===== config.mk =====
export PLATFORM = sky130hd
export DESIGN_NAME = boot_ctrl
export DESIGN_NICKNAME = d
export VERILOG_FILES = /design/src/rtl/boot_ctrl.sv
export SDC_FILE = /design/constraint.sdc
export NUM_CORES = 1
export LEC_CHECK = 0
export ABC_AREA = 1
export CAP_MARGIN = 15
export CORE_MARGIN = 2
export CORE_UTILIZATION = 45
export CTS_BUF_LIST = sky130_fd_sc_hd__clkbuf_16
export CTS_CLUSTER_SIZE = 24
export DETAILED_ROUTE_END_ITERATION = 6
export PLACE_DENSITY = 0.71
export SYNTH_ARGS = -nofsm -noshare
export SYNTH_HDL_FRONTEND = slang
export SYNTH_SLANG_ARGS = --single-unit

===== constraint.sdc =====
create_clock -name clk -period 4 [get_ports clk]
set_input_delay 1 -clock clk [delete_from_list [all_inputs] [get_ports clk]]
set_output_delay 1 -clock clk [all_outputs]
set_load 0.1 [all_outputs]

===== src/rtl/boot_ctrl.sv =====
// boot_ctrl: streams a length-prefixed image into instruction memory,
// then releases and supervises the CPU. Optional BOOT_CHECKSUM_EN adds a checksum byte.
module boot_ctrl #(
  parameter int unsigned MAX_WORDS = 32768,
  parameter int unsigned WATCHDOG  = 0
) (
  input  logic        clk,
  input  logic        reset,
  input  logic        start,
  input  logic [7:0]  rx_data,
  input  logic        rx_valid,
  output logic        rx_ready,
  output logic        imem_we,
  output logic [14:0] imem_addr,
  output logic [15:0] imem_wdata,
  output logic        cpu_reset,
  input  logic        cpu_halt,
  input  logic [15:0] cpu_pc,
  output logic [1:0]  state,
  output logic [31:0] cycle_count,
  output logic [15:0] halt_pc,
  output logic        err
);

  typedef enum logic [1:0] {
    S_IDLE = 2'd0,
    S_LOAD = 2'd1,
    S_RUN  = 2'd2,
    S_DONE = 2'd3
  } state_t;

  typedef enum logic [2:0] {
    P_HDR_HI = 3'd0,
    P_HDR_LO = 3'd1,
    P_DAT_HI = 3'd2,
    P_DAT_LO = 3'd3,
    P_WR     = 3'd4,
    P_CSUM   = 3'd5
  } phase_t;

`ifdef BOOT_CHECKSUM_EN
  localparam state_t POST_STATE = S_LOAD;
  localparam phase_t POST_PHASE = P_CSUM;
`else
  localparam state_t POST_STATE = S_RUN;
  localparam phase_t POST_PHASE = P_HDR_HI;
`endif

  localparam bit WD_EN = (WATCHDOG != 0);

  state_t      state_q;
  state_t      state_d;
  phase_t      phase_q;
  phase_t      phase_d;
  logic [7:0]  hdr_hi_q;
  logic [7:0]  dat_hi_q;
  logic [15:0] words_left_q;
  logic        done_rst_q;

  logic        accept;
  logic        go;
  logic [15:0] hdr_n;
  logic        too_big;
  logic        last_word;
  logic        wd_hit;
  logic        run_entry;
  logic        err_set;

`ifdef BOOT_CHECKSUM_EN
  logic [7:0]  csum_q;
  logic [7:0]  csum_total;
  logic        csum_ok;

  assign csum_total = csum_q + rx_data;
  assign csum_ok    = (csum_total == 8'h00);
`endif

  assign accept    = rx_valid & rx_ready;
  assign go        = start &
                     ((state_q == S_IDLE) |
                      (state_q == S_DONE));
  assign hdr_n     = {hdr_hi_q, rx_data};
  assign too_big   = 32'(hdr_n) > MAX_WORDS;
  assign last_word = (words_left_q == 16'd1);
  assign wd_hit    = WD_EN &&
                     (cycle_count >= WATCHDOG);
  assign run_entry = (state_q != S_RUN) &&
                     (state_d == S_RUN);
  assign state     = state_q;

  // Error sources: oversized header, bad checksum, watchdog expiry
  always_comb begin
    err_set = 1'b0;
    unique case (1'b1)
      state_q == S_LOAD: begin
        if (accept && phase_q == P_HDR_LO)
          err_set = too_big;
`ifdef BOOT_CHECKSUM_EN
        if (accept && phase_q == P_CSUM)
          err_set = !csum_ok;
`endif
      end
      state_q == S_RUN:
        err_set = !cpu_halt && wd_hit;
      default: ;
    endcase
  end

  // State register
  always_ff @(posedge clk) begin
    if (reset) begin
      state_q <= S_IDLE;
      phase_q <= P_HDR_HI;
    end else begin
      state_q <= state_d;
      phase_q <= phase_d;
    end
  end

  // Next-state: top-level state plus load sub-phase
  always_comb begin
    state_d = state_q;
    phase_d = phase_q;
    unique case (state_q)
      S_IDLE, S_DONE: begin
        if (start) begin
          state_d = S_LOAD;
          phase_d = P_HDR_HI;
        end
      end
      S_LOAD: begin
        case (phase_q)
          P_HDR_HI: begin
            if (accept)
              phase_d = P_HDR_LO;
          end
          P_HDR_LO: begin
            if (accept) begin
              if (too_big) begin
                state_d = S_IDLE;
                phase_d = P_HDR_HI;
              end else if (hdr_n == 16'd0) begin
                state_d = POST_STATE;
                phase_d = POST_PHASE;
              end else begin
                phase_d = P_DAT_HI;
              end
            end
          end
          P_DAT_HI: begin
            if (accept)
              phase_d = P_DAT_LO;
          end
          P_DAT_LO: begin
            if (accept)
              phase_d = P_WR;
          end
          P_WR: begin
            if (last_word) begin
              state_d = POST_STATE;
              phase_d = POST_PHASE;
            end else begin
              phase_d = P_DAT_HI;
            end
          end
`ifdef BOOT_CHECKSUM_EN
          P_CSUM: begin
            if (accept) begin
              state_d = csum_ok ? S_RUN : S_IDLE;
              phase_d = P_HDR_HI;
            end
          end
`endif
          default: phase_d = P_HDR_HI;
        endcase
      end
      S_RUN: begin
        if (cpu_halt || wd_hit)
          state_d = S_DONE;
      end
      default: state_d = S_IDLE;
    endcase
  end

  // Outputs decoded from state; DONE keeps the reset level it entered with
  always_comb begin
    rx_ready  = 1'b0;
    cpu_reset = 1'b1;
    unique case (1'b1)
      state_q == S_LOAD:
        rx_ready = (phase_q != P_WR);
      state_q == S_RUN:
        cpu_reset = 1'b0;
      state_q == S_DONE:
        cpu_reset = done_rst_q;
      default: ;
    endcase
  end

  // Load datapath: header capture, word assembly, memory write port
  always_ff @(posedge clk) begin
    if (reset) begin
      hdr_hi_q     <= 8'h00;
      dat_hi_q     <= 8'h00;
      words_left_q <= 16'd0;
      imem_we      <= 1'b0;
      imem_addr    <= 15'd0;
      imem_wdata   <= 16'h0000;
`ifdef BOOT_CHECKSUM_EN
      csum_q       <= 8'h00;
`endif
    end else begin
      imem_we <= 1'b0;
      if (go) begin
        imem_addr <= 15'd0;
`ifdef BOOT_CHECKSUM_EN
        csum_q    <= 8'h00;
`endif
      end
      if (state_q == S_LOAD) begin
        case (phase_q)
          P_HDR_HI: begin
            if (accept)
              hdr_hi_q <= rx_data;
          end
          P_HDR_LO: begin
            if (accept)
              words_left_q <= hdr_n;
          end
          P_DAT_HI: begin
            if (accept) begin
              dat_hi_q <= rx_data;
`ifdef BOOT_CHECKSUM_EN
              csum_q   <= csum_total;
`endif
            end
          end
          P_DAT_LO: begin
            if (accept) begin
              imem_we    <= 1'b1;
              imem_wdata <= {dat_hi_q, rx_data};
`ifdef BOOT_CHECKSUM_EN
              csum_q     <= csum_total;
`endif
            end
          end
          P_WR: begin
            imem_addr    <= imem_addr + 15'd1;
            words_left_q <= words_left_q - 16'd1;
          end
          default: ;
        endcase
      end
    end
  end

  // Run supervision: cycle counter, halt capture, reset level for DONE
  always_ff @(posedge clk) begin
    if (reset) begin
      cycle_count <= 32'd0;
      halt_pc     <= 16'h0000;
      done_rst_q  <= 1'b1;
    end else if (run_entry) begin
      cycle_count <= 32'd0;
    end else if (state_q == S_RUN) begin
      if (cpu_halt) begin
        halt_pc    <= cpu_pc;
        done_rst_q <= 1'b0;
      end else if (wd_hit) begin
        done_rst_q <= 1'b1;
      end else if (cycle_count != 32'hFFFF_FFFF) begin
        cycle_count <= cycle_count + 32'd1;
      end
    end
  end

  // Sticky error flag, cleared only by an accepted start
  always_ff @(posedge clk) begin
    if (reset)
      err <= 1'b0;
    else if (go)
      err <= 1'b0;
    else if (err_set)
      err <= 1'b1;
  end

endmodule


==> summary.txt <==
Status: completed
Synthesized cell area: 5806 sq um
Post-synth cell types: 35
CP Capture Type: primary output
Hold_buf cts: 0
Post-synth top area share: 0.4103
Synth area leaders: dfxtp_1, nor2_1, nand2_1, o21ai_0, inv_1
Register area share after synthesis: 0.4103
Async SR Flop Fraction: 0
Final setup violation count: 0
Top cells by count, synth: nor2_1, nand2_1, dfxtp_1, inv_1, o21ai_0
Io pins: 114
Initial antenna violation count: 0
Resize count post-CTS: 0
Largest net degree at the start of global routing: 52
Antenna diode count: 0
Synthesis-stage register bit count: 119
Core ar.: 12620 sq um
Clk_skew: 0.007277 ns
Worst R2R Setup Slack: 1.23 ns
Worst hold margin: 0.4500 ns
Chip width: 117.6 um
WL final: 14.95 mm
Layout area overhead: 32.22%
RSZ-0062 raised after global routing: no
Post-layout nets: 989
Max_slew headroom: 0.2988
Pre-CTS setup slack: 0.6810 ns
Max cap viols: 0
VDD IR max: 0.0004729 V
Critical path data required time: 3.00 ns
Worst Path Max Fanout: 8
Clock latency on the worst-skew pair: 0.41 ns
CTS sink count: 119
Setup WS post-layout: 0.8461 ns
Worst-Margin Slew: 1.048 ns
Hold path depth: 2
Vias: 5729
Gr ovfl total: 0
Post-CTS Setup Repair Bufs: 0
Crit-path cells: clkdlybuf4s50_1
Post-synth EDFFs: 0
Hold worst-path end: done_rst_q
First-pass GRT wire length: 24.69 mm
Critical path startpoint category: register
Stages on worst setup path: 1
DRT iter0 DRCs: 500
Tot Pwr: 3.039 mW
FF-to-FF path depth: 10
CTS tree: done
Fmax: 0.3171 GHz
Leak: 2.921 nW
DP HPWL: 10.60 mm
Gr usage total: 0.2178
Worst Path Buf+Inv: 1
Number of buffers created by CTS: 17
CTS Root Cell: clkbuf_16
Placer Congestion: 0.8871
Initial core utilization: 0.4600
Fin crit share: 0.7885
Vias per cell: 5.048
Worst setup startpoint: cycle_count[6]
Mean post-synth cell area: 6.887 sq um
Via count of the first global-routing pass: 5016
Post-route ant nets: 0
Setup TNS: 0 ns
Die height: 117.6 um
Std-Cell Rows: 41
PwrDens: 395.9 nW/um^2
Number of remaining DRC errors: 0
CP max stage cell: clkdlybuf4s50_1
Slew Viols, Final: 0
Worst Path Arrival: 2.15 ns
Crit Path Category: reg2out
Dominant cell by count in the synthesized netlist: nor2_1
Wirelength per Cell: 13.18 um
Ys Warns: 0
Cell area after layout: 7676 sq um
Cell Area, Placed: 7062 sq um
Max stage delay on crit path: 1.21 ns
Pre-antenna DRT Iters: 6
Hold Path Class: reg2reg
Die ar.: 13830 sq um
Synth area leader: dfxtp_1
Hold_sp: done_rst_q
Reg clk slew, reported paths: 0.05 ns
Ratio of cells with drive above 1 in the final layout: 0.04984
Post-synthesis net count: 880
H-tree Lvls: 4
IO Port Bufs: 113
Worst R2R Start: phase_q[1]
Worst path top cell family by delay: buffers and inverters
Min Tclk post-route: 3.154 ns
Worst R2R End: words_left_q[6]
Post-synth top flop: dfxtp_1
Final Hold Fails: 0
Mapped Cells: 843
Worst-case clock buffer depth: 2
worst min-delay path, delay by kind of cell, from the launching register on:
family        cells  cell delay (ns)
simple gates      2             0.10
flops             1             0.31
flip-flops by register name, summed over array words and instances (netlist names):
signal	cells
imem_addr	15
phase_q	3
imem_wdata	16
err	1
words_left_q	16
state	2
dat_hi_q	8
hdr_hi_q	8
done_rst_q	1
imem_we	1
cycle_count	32
halt_pc	16
cell families after synthesis:
kind of cell	after synthesis	synth area share
xor gates and xnor gates	35	0.05280
and+or+nand+nor	418	0.3009
AOI/OAI and AO/OA	136	0.1259
buffers and inverters	120	0.08082
muxes	7	0.01207
adders and majority gates	8	0.01724
DFF	119	0.4103
final cells by class:
class | count | area (sq um)
clock buffer | 17 | 425.4
clock inverter | 13 | 188.9
fill | 1222 | 4943
inverter | 91 | 341.6
multi-input combinational | 604 | 2954
sequential | 119 | 2382
tap | 172 | 215.2
timing repair buffer | 119 | 1169
through the flow:
| step | std cells | utilization |
|---|---|---|
| after floorplan | 843 | - |
| after global placement | 1105 | 0.5596 |
| after detailed placement | 1105 | 0.5596 |
| after CTS | 1135 | 0.6083 |
| after global routing | 1135 | 0.6083 |
| final | 1135 | 0.6083 |
report_power, final:
group / internal [mW] / leakage [nW] / total (mW) / switching, mW
Sequential: 1.20 / 0.960 / 1.21 / 0.0126
Combinational: 0.0748 / 1.66 / 0.222 / 0.147
Clock: 1.08 / 0.300 / 1.60 / 0.520
Total: 2.36 / 2.92 / 3.04 / 0.680
how the worst max path moves through the flow:
stage                      endpoint  slack (ns)
CTS                  cycle_count[5]        0.84
global placement    cycle_count[21]        0.79
finish               cycle_count[6]        0.85
floorplan                 cpu_reset        0.11
global route         cycle_count[6]        0.77
detailed placement   cycle_count[9]        0.68
layer usage:
layer / global-route usage / vias up / part of all wire
met2: 0.3216 / 201 / 0.43
met3: 0.05572 / 20 / 0.077
met1: 0.3058 / 2565 / 0.48
li1: - / 2943 / -
met4: 0.08057 / 0 / 0.014
met5: 0 / - / 0
cells in the final DEF, fill, tap and decap left out, types with 2 or more instances in the layout:
cell type,Yosys,routed
a21oi_1,40,40
a211oi_1,4,4
nand2_1,134,134
mux2i_1,7,7
dfxtp_1,119,119
nor2_1,187,187
clkinv_1,2,5
xnor2_1,13,13
buf_4,2,9
clkdlybuf4s50_1,0,110
nor4_1,3,3
nor3_1,25,25
nor3_2,3,3
a31oi_1,2,2
nand3_1,45,45
ha_1,8,8
a221oi_1,2,2
nand4_1,14,14
xor2_1,22,22
nand2_2,2,2
inv_1,84,86
clkinvlp_4,0,2
nor2_2,2,2
bufinv_16,0,5
o211ai_1,6,6
o21ai_0,77,76
clkbuf_16,0,17
inv_2,5,5
No activity file was read; power rests on OpenSTA's default activity.
==> patch 1 (config.mk and constraints unchanged) <==
Encoding of `phase_t`: now Gray code (3 bits for 6 values).
--- a/src/rtl/boot_ctrl.sv
+++ b/src/rtl/boot_ctrl.sv
@@ -30,12 +30,12 @@
   } state_t;
 
   typedef enum logic [2:0] {
-    P_HDR_HI = 3'd0,
-    P_HDR_LO = 3'd1,
-    P_DAT_HI = 3'd2,
-    P_DAT_LO = 3'd3,
-    P_WR     = 3'd4,
-    P_CSUM   = 3'd5
+    P_HDR_HI = 3'b000,
+    P_HDR_LO = 3'b001,
+    P_DAT_HI = 3'b011,
+    P_DAT_LO = 3'b010,
+    P_WR     = 3'b110,
+    P_CSUM   = 3'b111
   } phase_t;
 
 `ifdef BOOT_CHECKSUM_EN
Function: no difference found for any inputs over 4 cycles, from zero or initial values and one cycle with reset high; so few cycles prove little.
==> patch 1 against the original RTL <==
Combinational power fell by 16%. Sequential cell count did not move. Synthesized cell count fell by 2.1%. Power fell by 2.5%. Worst setup slack improved by 110 ps. Design area rose by 0.11%. Wire length fell by 3.9%. Via count fell by 3.5%. Synthesized area rose by 0.60%. Sequential power barely moved. Die area rose by 0.58%. Largest power group unchanged.
==> patch 1: results (changes against the original RTL) <==
Status
  – Status: finished clean

Global routing
  – GRT Util Overall: 0.212 (-0.00570)
  – GR Util met3: 0.0567 (+0.000969)
  – Met1 Usage GRT: 0.275 (-0.0311)
  – First-pass GRT wire length: 24.4 mm (-1.3%)
  – Met2 usage: 0.342 (+0.0199)
  – Number of global-route vias before repair: 5134 (+2.4%)
  – Largest net degree at the start of global routing: 38 (-27%)
  – Initial antenna violation count: 0 (unchanged)

Routing
  – 1st-iter DRT viols: 420 (-16%)
  – Routed metal-1 wire length: 6.61 mm (-7.9%)
  – Routed vias: 5531 (-3.5%)
  – DR WL/cell: 12.8 µm (-2.5%)
  – Met2 routed WL: 6.68 mm (+4.1%)
  – DRC viols: 0 (unchanged)
  – DR pass1 iterations: 4 (-2)
  – Top Metal Used: met4
  – Met3 Wirelength: 888 µm (-23%)

Clocking
  – Max Buffers Root-to-Sink: 2 (unchanged)
  – Worst skew pair latency: 410 ps (about the same)
  – CTS resizes: 0 (unchanged)
  – Worst-path clk slew: 50 ps (about the same)
  – H-Tree Depth: 4 (unchanged)
  – Setup Fix Bufs, Post-CTS: 0 (unchanged)
  – Root Buffer: clkbuf_16
  – TritonCTS Buffers: 17 (unchanged)

Floorplanning
  – Core area: 12700 µm² (+0.41%)

Final layout
  – Most flops, register: cycle_count
  – Number of flip-flops in the largest register: 32 (unchanged)
  – Nets: 972 (-1.7%)
  – Post-Layout Cell Count: 1119 (-1.4%)
  – Share of cells above drive strength 1: 0.0686 (+0.0188)
  – Ant diodes: 0 (unchanged)

Logic synthesis
  – Most frequent cells after synthesis: nor2_1, nand2_1, dfxtp_1, inv_1, o21ai_0
  – Async set-reset flop share out of synthesis: 0 (unchanged)
  – Synth cell types: 41 (+17%)
  – Synth Net Count: 862 (-2.0%)
  – Post-synth top area share: 0.408 (-0.00246)
  – Mapped Avg Cell Area: 7.08 µm² (+2.8%)
  – Sequential share of the synthesized area: 0.408 (-0.00246)
  – Synth Flop Type: dfxtp_1
  – Synth top area cells: dfxtp_1, nor2_1, nand2_1

Place
  – Routability cong.: 0.885 (-0.23%)
  – Hpwl dp: 10.3 mm (-3.2%)
  – PortBufs: 113 (unchanged)
  – Post-DP Area: 7070 µm² (+0.18%)

Worst setup path
  – CP max stage cell: clkdlybuf4s50_1
  – Largest stage delay, worst path: 1200 ps
  – Arrival time worst endpoint: 2050 ps (-100 ps)
  – Top cell family by delay on the critical path: buffers and inverters
  – Crit-path max FO: 6 (-2)

STA
  – Fin. Hold Viols: 0 (unchanged)
  – Skew final: 6.45 ps (-0.829 ps)
  – Slew HR: 0.312 (+0.0132)

Hold path
  – HP Class: reg2reg

Pwr
  – Lkg Pwr: 3.04 nW (+4.2%)
  – VDD IR max: 281 µV (-41%)
  – Switching share of power: 0.225 (+0.000815)
[patch 1: cell types whose count changed in the layout (fill, tap and decap cells not counted), sizes merged, moves of 3 or more]
cell   change
mux2i      -5
nor3       -3
xnor2      -4
nand3     -26
a21oi     +19
inv       +13
nor2      -27
xor2       +7
[patch 1: cells by family after synthesis]
logic type | count (synthesis) | share of synthesized area
fa+ha+maj | 8 | 0.0171
simple gates | 366 | 0.271
buf+inv | 132 | 0.0930
flops | 119 | 0.408
compound gates | 160 | 0.150
mux | 2 | 0.00343
xor+xnor | 38 | 0.0570
[patch 1: stage by stage]
stage | power (W) | hold WS, ps | worst slack, ps | util
6_report | 0.00296 | 451 | 952 | 0.606
5_1_grt | 0.00305 | 500 | 896 | 0.606
4_1_cts | 0.00299 | 451 | 930 | 0.606
3_5_place_dp | 0.00142 | 437 | 815 | 0.558
3_3_place_gp | 0.00142 | 437 | 838 | 0.558
2_1_floorplan | 0.00136 | 419 | 112 | -
[patch 1: final cells by class]
class                   count  area, µm²
repair buffers            119       1170
clock buffers              17        425
multi-input cells         574       2920
fillers                  1132       4990
well taps                 172        215
inverters                 104        390
flip-flops and latches    119       2380
clock inverters            14        185
[patch 1: path summary, 6_finish.rpt]
check,from,endpoint,slack (ps),cells after the start
worst max-delay path,state[0],state[0],950,1
worst min-delay path,done_rst_q,done_rst_q,450,2
worst max register to register,state[1],words_left_q[7],1280,10
worst min register to register,done_rst_q,done_rst_q,450,2
[patch 1: power by group through the flow]
stage | Sequential (W) | Combinational [W] | Clock [W]
3_3_place_gp | 0.00123 | 0.000185 | 0
6_report | 0.00121 | 0.000187 | 0.00157
3_5_place_dp | 0.00123 | 0.000186 | 0
2_1_floorplan | 0.00124 | 0.000116 | 0
5_1_grt | 0.00121 | 0.000208 | 0.00163
4_1_cts | 0.00121 | 0.000188 | 0.00159
==> patch 2 (same flow settings) <==
Made on the original files. Add a define of `BOOT_CHECKSUM_EN`.
--- a/src/rtl/boot_ctrl.sv
+++ b/src/rtl/boot_ctrl.sv
@@ -1,5 +1,7 @@
 // boot_ctrl: streams a length-prefixed image into instruction memory,
 // then releases and supervises the CPU. Optional BOOT_CHECKSUM_EN adds a checksum byte.
+`define BOOT_CHECKSUM_EN
+
 module boot_ctrl #(
   parameter int unsigned MAX_WORDS = 32768,
   parameter int unsigned WATCHDOG  = 0
Check against the original RTL: not equivalent (Yosys sat finds a counterexample within 4 cycles, from zero or initial values and one cycle with reset high).
==> patch 2 against the original RTL <==
Sequential cell count increased by 8. Synthesized area grew 15%. Design area grew 12%. Wire length is 15% higher. Register-to-register slack improved by 140 ps. Final cell count rose by 13%. Worst setup slack worse by 58 ps. Synthesized cell count up 14%.
Power is not compared: it rests on default switching activity, and its combinational part moved more than twofold at a synthesized area within 25%.
==> patch 2: results (changes against the original RTL) <==
Clocking
  – H-Tree Depth: 4 (unchanged)
  – TritonCTS Buffers: 17 (unchanged)
  – Worst skew pair latency: 420 ps

Worst setup path
  – CP startpoint: rx_data[3]
  – Worst flop-to-flop path startpoint: state[0]
  – Arrival time worst endpoint: 3510 ps (+1360 ps)
  – Reg2Reg Setup Slack: 1370 ps (+140 ps)
  – R2R cell count: 9 (-1)
  – Crit-path max FO: 17 (+9)
  – Largest stage delay, worst path: 520 ps (-690 ps)
  – Critical Path End Type: flop
  – Setup crit end: cycle_count[21]
  – R2r endpoint: imem_addr[5]

Routing
  – Top Metal Used: met4
  – DR WL/cell: 13.4 µm (+1.6%)
  – Met3 Wirelength: 925 µm (-19%)
  – Met2 routed WL: 7.64 mm (+19%)
  – 1st-iter DRT viols: 386 (-23%)
  – DR vias/cell: 5.06 (+0.28%)
  – Routed metal-1 wire length: 8.39 mm (+17%)
  – DR pass1 iterations: 5 (-1)

Global routing
  – Largest net degree at the start of global routing: 63 (+21%)
  – GRT Util Overall: 0.222 (+0.00417)
  – Met1 Usage GRT: 0.301 (-0.00478)
  – First-pass GRT wire length: 29.2 mm (+18%)
  – Number of global-route vias before repair: 6166 (+23%)
  – Met2 usage: 0.352 (+0.0304)
  – GR Util met3: 0.0548 (-0.000917)

Logic synthesis
  – Synth Net Count: 1007 (+14%)
  – Warnings from Yosys: 0 (unchanged)
  – Synth Flop Type: dfxtp_1
  – Synth cell types: 49 (+40%)
  – Mapped Avg Cell Area: 6.95 µm² (+0.93%)
  – Synth top area cells: dfxtp_1, nor2_1, nand2_1
  – Sequential share of the synthesized area: 0.380 (-0.0301)
  – Most frequent cells after synthesis: nor2_1, nand2_1, dfxtp_1, inv_1, o21ai_0
  – Async set-reset flop share out of synthesis: 0 (unchanged)

Final layout
  – Fillers: 1375 (+13%)
  – Ant diodes: 0 (unchanged)
  – Nets: 1130 (+14%)
  – Post-Layout Cell Count: 1282 (+13%)
  – Share of cells above drive strength 1: 0.0883 (+0.0385)

Hold path
  – HP Class: reg2reg

Place
  – PortBufs: 113 (unchanged)
  – Hpwl dp: 12.3 mm (+16%)
  – Routability cong.: 0.892 (+0.59%)

Pwr
  – Lkg Pwr: between 3 and 4 nW
  – VDD IR max: approximately 320 µV

STA
  – Slew HR: 0.331 (+0.0321)
  – Skew final: 7.63 ps (+0.355 ps)

Status
  – Status: finished clean
patch 2: kinds of logic after synthesis:
kind of cell,count (synthesis),share of synthesized area
flops,127,0.380
xor+xnor,40,0.0524
simple gates,477,0.316
compound gates,165,0.135
fa+ha+maj,16,0.0311
mux,4,0.00599
buf+inv,133,0.0795
patch 2: power groups by stage:
stage	Combinational, W	Clock, W	Sequential [W]
global placement	0.00122	0	0.00144
floorplan	0.000681	0	0.00171
finish	0.00123	0.00154	0.00142
detailed placement	0.00123	0	0.00144
CTS	0.00123	0.00157	0.00142
global route	0.00135	0.00163	0.00143
patch 2: worst min path at each step:
| stage | cells after the start | slack [ps] | end |
|---|---|---|---|
| final | 2 | 450 | done_rst_q |
| after global routing | 2 | 480 | done_rst_q |
| after CTS | 2 | 450 | done_rst_q |
| after detailed placement | 2 | 440 | done_rst_q |
| after global placement | 2 | 430 | done_rst_q |
| after floorplan | 2 | 420 | done_rst_q |
patch 2: metrics by stage:
step	setup WS (ps)	util	area, µm²
final	788	0.593	8620
after global routing	516	0.593	8620
after CTS	791	0.593	8620
after detailed placement	349	0.553	8030
after global placement	415	0.553	8030
after floorplan	36.3	-	6690
patch 2: layout make-up:
cell class              count  area (µm²)  share of cell area
repair buffers            127        1230               0.143
well taps                 184         230              0.0267
flip-flops and latches    127        2540               0.295
clock inverters            15         161              0.0187
clock buffers              17         425              0.0494
multi-input cells         702        3610               0.419
inverters                 110         415              0.0482
patch 2: worst max-delay path: cells and delay by family:
family / cells / cell delay, ps
fa+ha+maj: 1 / 410
buf+inv: 2 / 800
simple gates: 15 / 1250
